--- src/rtl/mxbiu_prefetch.sv ---
// Instruction-side MX Bus read master with a DEPTH-entry prefetch queue.
// One outstanding read at a time; redirect flushes the queue and discards in-flight data.
module mxbiu_prefetch #(
  parameter int                    ADDR_WIDTH = 8,
  parameter int                    DATA_WIDTH = 8,
  parameter int                    DEPTH      = 4,
  parameter int                    ADDR_STEP  = 1,
  parameter logic [ADDR_WIDTH-1:0] RESET_ADDR = '0
) (
  input  logic                       clk,
  input  logic                       rst,
  output logic                       m0_rd_txn_start,
  output logic [ADDR_WIDTH-1:0]      m0_rd_addr,
  input  logic [DATA_WIDTH-1:0]      m0_rd_data,
  input  logic                       m0_rd_ready,
  input  logic                       m0_rd_txn_ack,
  input  logic                       m0_rd_txn_cpl,
  input  logic                       fetch_en,
  input  logic                       redirect,
  input  logic [ADDR_WIDTH-1:0]      redirect_addr,
  output logic                       ins_valid,
  input  logic                       ins_ready,
  output logic [DATA_WIDTH-1:0]      ins_data,
  output logic [ADDR_WIDTH-1:0]      ins_addr,
  output logic [$clog2(DEPTH):0]     q_count
);

  localparam int PW = $clog2(DEPTH);
  localparam int CW = PW + 1;

  typedef enum logic [1:0] {S_IDLE, S_REQ, S_WAIT} state_t;

  state_t                  state;
  logic                    txn_start;
  logic [ADDR_WIDTH-1:0]   txn_addr;
  logic [ADDR_WIDTH-1:0]   fp;
  logic                    discard;

  logic [ADDR_WIDTH-1:0]   q_addr [DEPTH];
  logic [DATA_WIDTH-1:0]   q_data [DEPTH];
  logic [PW-1:0]           wr_ptr;
  logic [PW-1:0]           rd_ptr;
  logic [CW-1:0]           count;

  logic                    complete;
  logic                    push;
  logic                    pop;
  logic                    can_issue;

  function automatic logic [ADDR_WIDTH-1:0] fp_inc(input logic [ADDR_WIDTH-1:0] a);
    return a + ADDR_WIDTH'(ADDR_STEP);
  endfunction

  assign complete  = ((state == S_REQ) & m0_rd_txn_ack & m0_rd_txn_cpl) |
                     ((state == S_WAIT) & m0_rd_txn_cpl);
  // Redirect wins over everything: no push, no pop, no new issue on that edge.
  assign push      = complete & ~discard & ~redirect;
  assign pop       = (count != '0) & ins_ready & ~redirect;
  assign can_issue = fetch_en & m0_rd_ready & ~redirect & (count < CW'(DEPTH));

  always_ff @(posedge clk) begin
    if (rst) begin
      state     <= S_IDLE;
      txn_start <= 1'b0;
      discard   <= 1'b0;
      fp        <= RESET_ADDR;
    end else begin
      case (state)
        S_IDLE: begin
          if (can_issue) begin
            state     <= S_REQ;
            txn_start <= 1'b1;
          end
        end
        S_REQ: begin
          if (m0_rd_txn_ack) begin
            txn_start <= 1'b0;
            state     <= m0_rd_txn_cpl ? S_IDLE : S_WAIT;
          end
        end
        S_WAIT: begin
          if (m0_rd_txn_cpl) state <= S_IDLE;
        end
        default: begin
          state     <= S_IDLE;
          txn_start <= 1'b0;
        end
      endcase

      if (redirect) begin
        fp      <= redirect_addr;
        // A request already on the bus must still run to completion; mark its data stale.
        discard <= (state != S_IDLE) & ~complete;
      end else begin
        if (complete) discard <= 1'b0;
        if (push)     fp      <= fp_inc(fp);
      end
    end
  end

  always_ff @(posedge clk) begin
    if (state == S_IDLE && can_issue) txn_addr <= fp;
  end

  always_ff @(posedge clk) begin
    if (rst) begin
      wr_ptr <= '0;
      rd_ptr <= '0;
      count  <= '0;
    end else if (redirect) begin
      wr_ptr <= '0;
      rd_ptr <= '0;
      count  <= '0;
    end else begin
      if (push) wr_ptr <= wr_ptr + PW'(1);
      if (pop)  rd_ptr <= rd_ptr + PW'(1);
      count <= count + CW'(push) - CW'(pop);
    end
  end

  always_ff @(posedge clk) begin
    if (push) begin
      q_addr[wr_ptr] <= txn_addr;
      q_data[wr_ptr] <= m0_rd_data;
    end
  end

  assign m0_rd_txn_start = txn_start;
  assign m0_rd_addr      = txn_addr;
  assign ins_valid       = (count != '0);
  assign ins_addr        = q_addr[rd_ptr];
  assign ins_data        = q_data[rd_ptr];
  assign q_count         = count;

endmodule

--- config.mk ---
export PLATFORM = sky130hd
export DESIGN_NAME = mxbiu_prefetch
export DESIGN_NICKNAME = d
export VERILOG_FILES = /design/src/rtl/mxbiu_prefetch.sv
export SDC_FILE = /design/constraint.sdc
export NUM_CORES = 1
export LEC_CHECK = 0
export BUFFER_PORTS_ARGS = -buffer_cell sky130_fd_sc_hd__buf_2
export CAP_MARGIN = 40
export CORE_MARGIN = 8
export CORE_UTILIZATION = 42
export DETAILED_ROUTE_END_ITERATION = 10
export GPL_TIMING_DRIVEN = 1
export SYNTH_ARGS = -nofsm -noshare
export SYNTH_HDL_FRONTEND = slang
export SYNTH_SLANG_ARGS = --single-unit
--- constraint.sdc ---
create_clock -name clk -period 4.3 [get_ports clk]
set_input_delay 0.43 -clock clk [delete_from_list [all_inputs] [get_ports clk]]
set_output_delay 0.43 -clock clk [all_outputs]
set_load 0.01 [all_outputs]
# After elaboration in Yosys (flattened, before gate mapping)
# Memory sizes are Yosys's and may differ from the RTL's. A register that Yosys moved wholly into a read port is not among the register bits.
# Cells that the tools add are included.
word_totals:
  ram_bits: 64
  n_memories: 2
  ff_bits: 27
  output_inout_bits: 29
classes:
  reduce_logical: 9
  n_eq_ne: 5
  mux: 18
  n_bitwise: 16
  add_sub_neg: 5
  n_lt_le_gt_ge: 1
mem_list:
  columns: ["memory", "depth", "word_bits", "rd", "rd_ports_with_merged_regs", "write_ports", "line", "text"]
  rows:
  - ["q_addr", 4, 8, 1, 1, 1, "39", "logic [ADDR_WIDTH-1:0] q_addr [DEPTH];"]
  - ["q_data", 4, 8, 1, 1, 1, "40", "logic [DATA_WIDTH-1:0] q_data [DEPTH];"]
op_table:
  columns: ["cell", "n"]
  rows:
  - ["2-bit two-way mux", 8]
  - ["8-bit two-way mux", 2]
  - ["1-bit bitwise AND", 11]
  - ["8-bit by 1-bit adder with 8-bit output (second input constant)", 1]
  - ["1-bit two-way mux", 6]
  - ["2-bit != test (second input constant)", 3]
  - ["2-bit one-hot mux with 3 select lines", 1]
  - ["3-bit AND reduction", 2]
  - ["2-bit nonzero test", 3]
  - ["2-bit by 1-bit adder with 2-bit output (second input constant)", 2]
  - ["1-bit NOT", 4]
  - ["3-bit by 1-bit adder with 3-bit output", 1]
  - ["3-bit < comparator (second input constant)", 1]
  - ["1-bit one-hot mux with 3 select lines", 1]
  - ["3-bit nonzero test", 1]
  - ["3-bit by 1-bit subtractor with 3-bit output", 1]
  - ["2-bit by 1-bit equality test with 1-bit output (second input constant)", 1]
  - ["2-bit equality test (second input constant)", 1]
  - ["2-bit logical NOT", 1]
  - ["2-bit OR reduction", 1]
  - ["1-bit logical AND", 1]
  - ["1-bit bitwise OR", 1]

# Longest topological paths before layout
depth:
  ltp_word: 8
  mapped_depth: 12
  depth_no_buf: 11

# Worst setup path before layout
# OpenSTA, ideal clock, no wires.
synth_timing:
  path_kind: "reg2reg"
  start: "reg state[1]"
  end: "reg count[2] (netlist: q_count[2])"
  arrival_time_ns: 2.254
  stages_incl_launch_ff: 13
  required_time_ns: 4.176
  slack_ns: 1.922
  setup_ns: 0.124
  cell_sequence: "dfxtp_1 nand3b_4 a21oi_4 buf_4 and2_1 inv_1 ha_1 inv_1 ha_1 fa_1 xnor2_1 xnor2_1 nor2_1"
synth_between:
  elab_chain_cells: 8
  word_cells_on_any_way: 10
synth_lines:
  columns: ["item", "line", "text"]
  rows:
  - ["start, declared", "33", "state_t state;"]
  - ["start signal, assigned", "78", "state <= m0_rd_txn_cpl ? S_IDLE : S_WAIT;"]
  - ["2-bit by 1-bit equality test with 1-bit output", "54", "assign complete = ((state == S_REQ) & m0_rd_txn_ack & m0_rd_txn_cpl) |"]
  - ["1-bit bitwise AND (2 in a row)", "54", null]
  - ["1-bit bitwise OR *", "54", null]
  - ["1-bit bitwise AND * (2 in a row)", "57", "assign push = complete & ~discard & ~redirect;"]
  - ["3-bit by 1-bit adder with 3-bit output *", "117", "count <= count + CW'(push) - CW'(pop);"]
  - ["3-bit by 1-bit subtractor with 3-bit output *", "117", null]
  - ["end signal, assigned", "117", null]
  - ["end, declared", "43", "logic [CW-1:0] count;"]
# Every way passes the cells marked *; elsewhere a longest branch is shown, timed or not.
# A chain may end at the register's enable or synchronous reset.

# Worst setup path in the final report
# Same ends and word-level chain as after synthesis.

==> results <==
- The run finished with clean final reports.
- The share of final-layout standard cells stronger than drive strength 1 is 33.7%.
- The total vias in the final route is 1925.
- The largest fanout on the critical path is 13.
- TritonCTS built the clock tree.
- Across every metal layer, demand over resource in global routing totals 11.8%.
- The largest net degree at the start of global routing is 24.
- After clock tree synthesis, the repair step resized 0 gates.
- The worst setup path is of the register to register kind.
- The flop and latch count out of synthesis is 93.
- In this run the remaining antenna-violating nets after routing total 0.
- The max-slew violation count is 0.
- In this run the horizontal extent of the chip is 110 um.
- The number of hold violations in the final report is 0.
- The number of inserted diodes is 0.
- After clock tree synthesis, the setup repair step added 0 buffers.
- The sequential area share after synthesis is 70.2%.
- The worst register-to-register path ends at q_count[2].
- The clock slew at the register clock pins of the worst setup and hold paths is 0.08 ns.
- Counting instances in the post-synthesis netlist gives the leading cell types as edfxtp_1, dfxtp_1, nor2_1, mux4_2.
- The root buffer cell chosen for the clock tree is clkbuf_8.
- The time the worst path needs with I/O delays and setup is 2.55 ns.
- The clock reaches the later pin of the worst-skew pair after 0.34 ns.
- The first global-routing pass estimated 10500 um of wire.
- In this run the static leakage power is 0.00150 uW.
- For this run, the post-layout net count is 307.
- The first-pass detailed-route iteration total is 4.
- The arrival time reported for the critical path endpoint is 2.78 ns.
- Yosys mapped the design onto 38 distinct sky130hd cell types.
- After the first detailed-routing iteration, the DRC count stood at 80.
- The average cell area after synthesis is 17.0 um^2.
- The quantity of I/O buffers inserted on ports is 52.
- The total wire length after detailed routing is 6600 um.
- The initial antenna violation count came to 0.
- Tracing the worst setup path back leads to its startpoint at state[1].
- In the post-synthesis netlist, the biggest area contributors are edfxtp_1, dfxtp_1, mux4_2, ha_1, xnor2_1.
- The fraction of the cycle the final worst path needs is 59.2%.
- The worst register-to-register path begins at state[1].
- The final standard cell area without fillers is 4290 um^2.
- The areal power density over the cells is 382 nW/um^2.
- In the synthesized netlist, the number of instances is 217.
- The maximum frequency from static timing analysis is 393 MHz.
- The worst setup path is launched from a register.
- The H-tree depth is 3.
- Once placement finished, the instance area stood at 4080 um^2.
- The leftover overflow at the end of global routing is 0.
- In this run, synthesis inferred 72 flip-flops with an integrated enable.
- Routability-driven placement finished with a final weighted congestion of 0.769.
- The total of endpoints with negative setup slack in the final report is 0.
- The die covers 12000 um^2.
- The total area of multi-input combinational cells is 1010 um^2.
- In this run the worst hold path is classified as input port to register.
- The worst slack at placement is 1.67 ns.
- The category of the worst setup path capture point is a register.
- Buffers inserted during clock tree synthesis total 9.
- For the worst setup path, the data required time is 4.54 ns.
- The via density per instance is 4.97.
- The detailed placer's ending HPWL is 4460 um.
- The end point of the critical path is q_count[2].
- The area of all sequential standard cells is 2580 um^2.
- The I/O pin count is 53.
- Once routing completed, OpenROAD measured the worst setup slack at 1.75 ns.
- Setup repair after global routing left no endpoint under its margin.
- The net count of the mapped netlist is 249.
- The sink count of the clock tree is 93.
- The growth of design area from synthesis to finish is 16.5%.
- Counting along the longest clock path gives a buffer depth of 2.
- The length in cells of the worst reg-to-reg path is 11.
- The die outline height is 110 um.
- The tool flagged a number of max-cap violations equal to 0.
- The reg-to-reg setup timing slack is 1.75 ns.
- The DRC violation count after routing is 0.
- The final setup TNS is 0 ns.
- Among all flip-flop cells after synthesis, the most frequent one is edfxtp_1.
- The most used standard cell by instance count after synthesis is edfxtp_1.
- The standard cell core area is 8590 um^2.
- The maximum VDD drop is 0.165 mV.
- At the pin with the least slew margin, the transition time is 0.830 ns.
- The synthesized design devotes to its leading area cell type 58.8% of total area.
- The number of synthesis warnings is 0.
- In this run, post-CTS hold repair placed 0 buffers.
- The floorplan has 34 rows.
- The average detailed-routed wire length per instance is 17.0 um.
- Of all flip-flops after synthesis, the portion carrying an async set or reset was 0%.
- After synthesis the cells add up to 3680 um^2.
- The via count of the first global-routing pass is 2038.
- The clock skew after layout is 0.00725 ns.
- Counting the fill cells in the layout gives 752.
- The largest total area in the synthesized netlist belongs to edfxtp_1.
- The initial core utilization is 42.8%.
- The worst pin sits at a relative slew slack of 44.6%.
==> power breakdown <==
group	internal (uW)	switching, uW	total, uW
combinational	23.1	28.2	51.3
clock	322	279	601
sequential	974	11.3	986
total	1320	319	1640
==> flip-flops by register name (all words and copies together) (netlist names), named ones only <==
register         cells
state                2
m0_rd_txn_start      1
discard              1
q_addr              32
m0_rd_addr           8
fp                   8
rd_ptr               2
q_count              3
q_data              32
wr_ptr               2
==> cell type report <==
cell class	count	share of cell area, %
clock buffers	10	2.98
flip-flops and latches	93	60.2
clock inverters	5	1.78
multi-input cells	105	23.7
repair buffers	56	7.30
well taps	108	3.15
inverters	10	0.876
==> cell usage in the layout, fill, tap and decap left out, drive strengths merged, types with 7 or more instances in the layout <==
cell / instances
edfxtp: 72
a211oi: 10
xnor2: 10
dfxtp: 21
mux4: 16
inv: 10
buf: 56
clkbuf: 10
nor2: 19
ha: 7
==> stage by stage <==
| step | power, uW | hold WS (ns) | std cells | util, % |
|---|---|---|---|---|
| after detailed placement | 1060 | 0.456 | 372 | 47.5 |
| after global placement | 1060 | 0.449 | 369 | 47.0 |
| after floorplan | 1030 | 0.446 | 217 | - |
| after global routing | 1710 | 0.262 | 387 | 49.9 |
| after CTS | 1660 | 0.270 | 387 | 49.9 |
| final | 1640 | 0.289 | 387 | 49.9 |
==> how the worst min path moves through the flow <==
stage,start,depth (start not counted),to,slack [ns]
floorplan,fp[5],0,m0_rd_addr[5],0.45
global placement,m0_rd_txn_start,2,m0_rd_txn_start,0.45
detailed placement,m0_rd_txn_start,2,m0_rd_txn_start,0.46
CTS,m0_rd_txn_cpl,2,state[1],0.27
global route,m0_rd_txn_cpl,2,state[1],0.26
finish,m0_rd_txn_cpl,2,state[1],0.29
==> worst max-delay path, cell delays in order (launching register included) <==
cell and delay, ns:
dfxtp_1 0.38, nand3b_4 0.24, a21oi_4 0.38, and2_1 0.19, inv_1 0.04, ha_1 0.26, inv_1 0.04, ha_1 0.18
fa_1 0.37, xnor2_1 0.18, xnor2_1 0.14, nor2_1 0.05
==> cell families after synthesis <==
group           share of synthesized area, %
compound gates                          4.59
xor+xnor                                2.38
fa+ha+maj                               2.93
buf+inv                                 2.21
flops                                   70.2
mux                                     10.6
simple gates                            7.04
==> metal layers <==
layer / vias to the layer above / part of all wire, % / track usage [%] / routed length [um]
li1: 942 / - / - / -
met1: 929 / 45 / 14.3 / 2990
met2: 47 / 47 / 18.5 / 3090
met3: 7 / 6.4 / 4.63 / 425
met4: 0 / 1.3 / 4.63 / 88
met5: - / 0 / 0 / 0
Power figures use the tool's default switching activity.
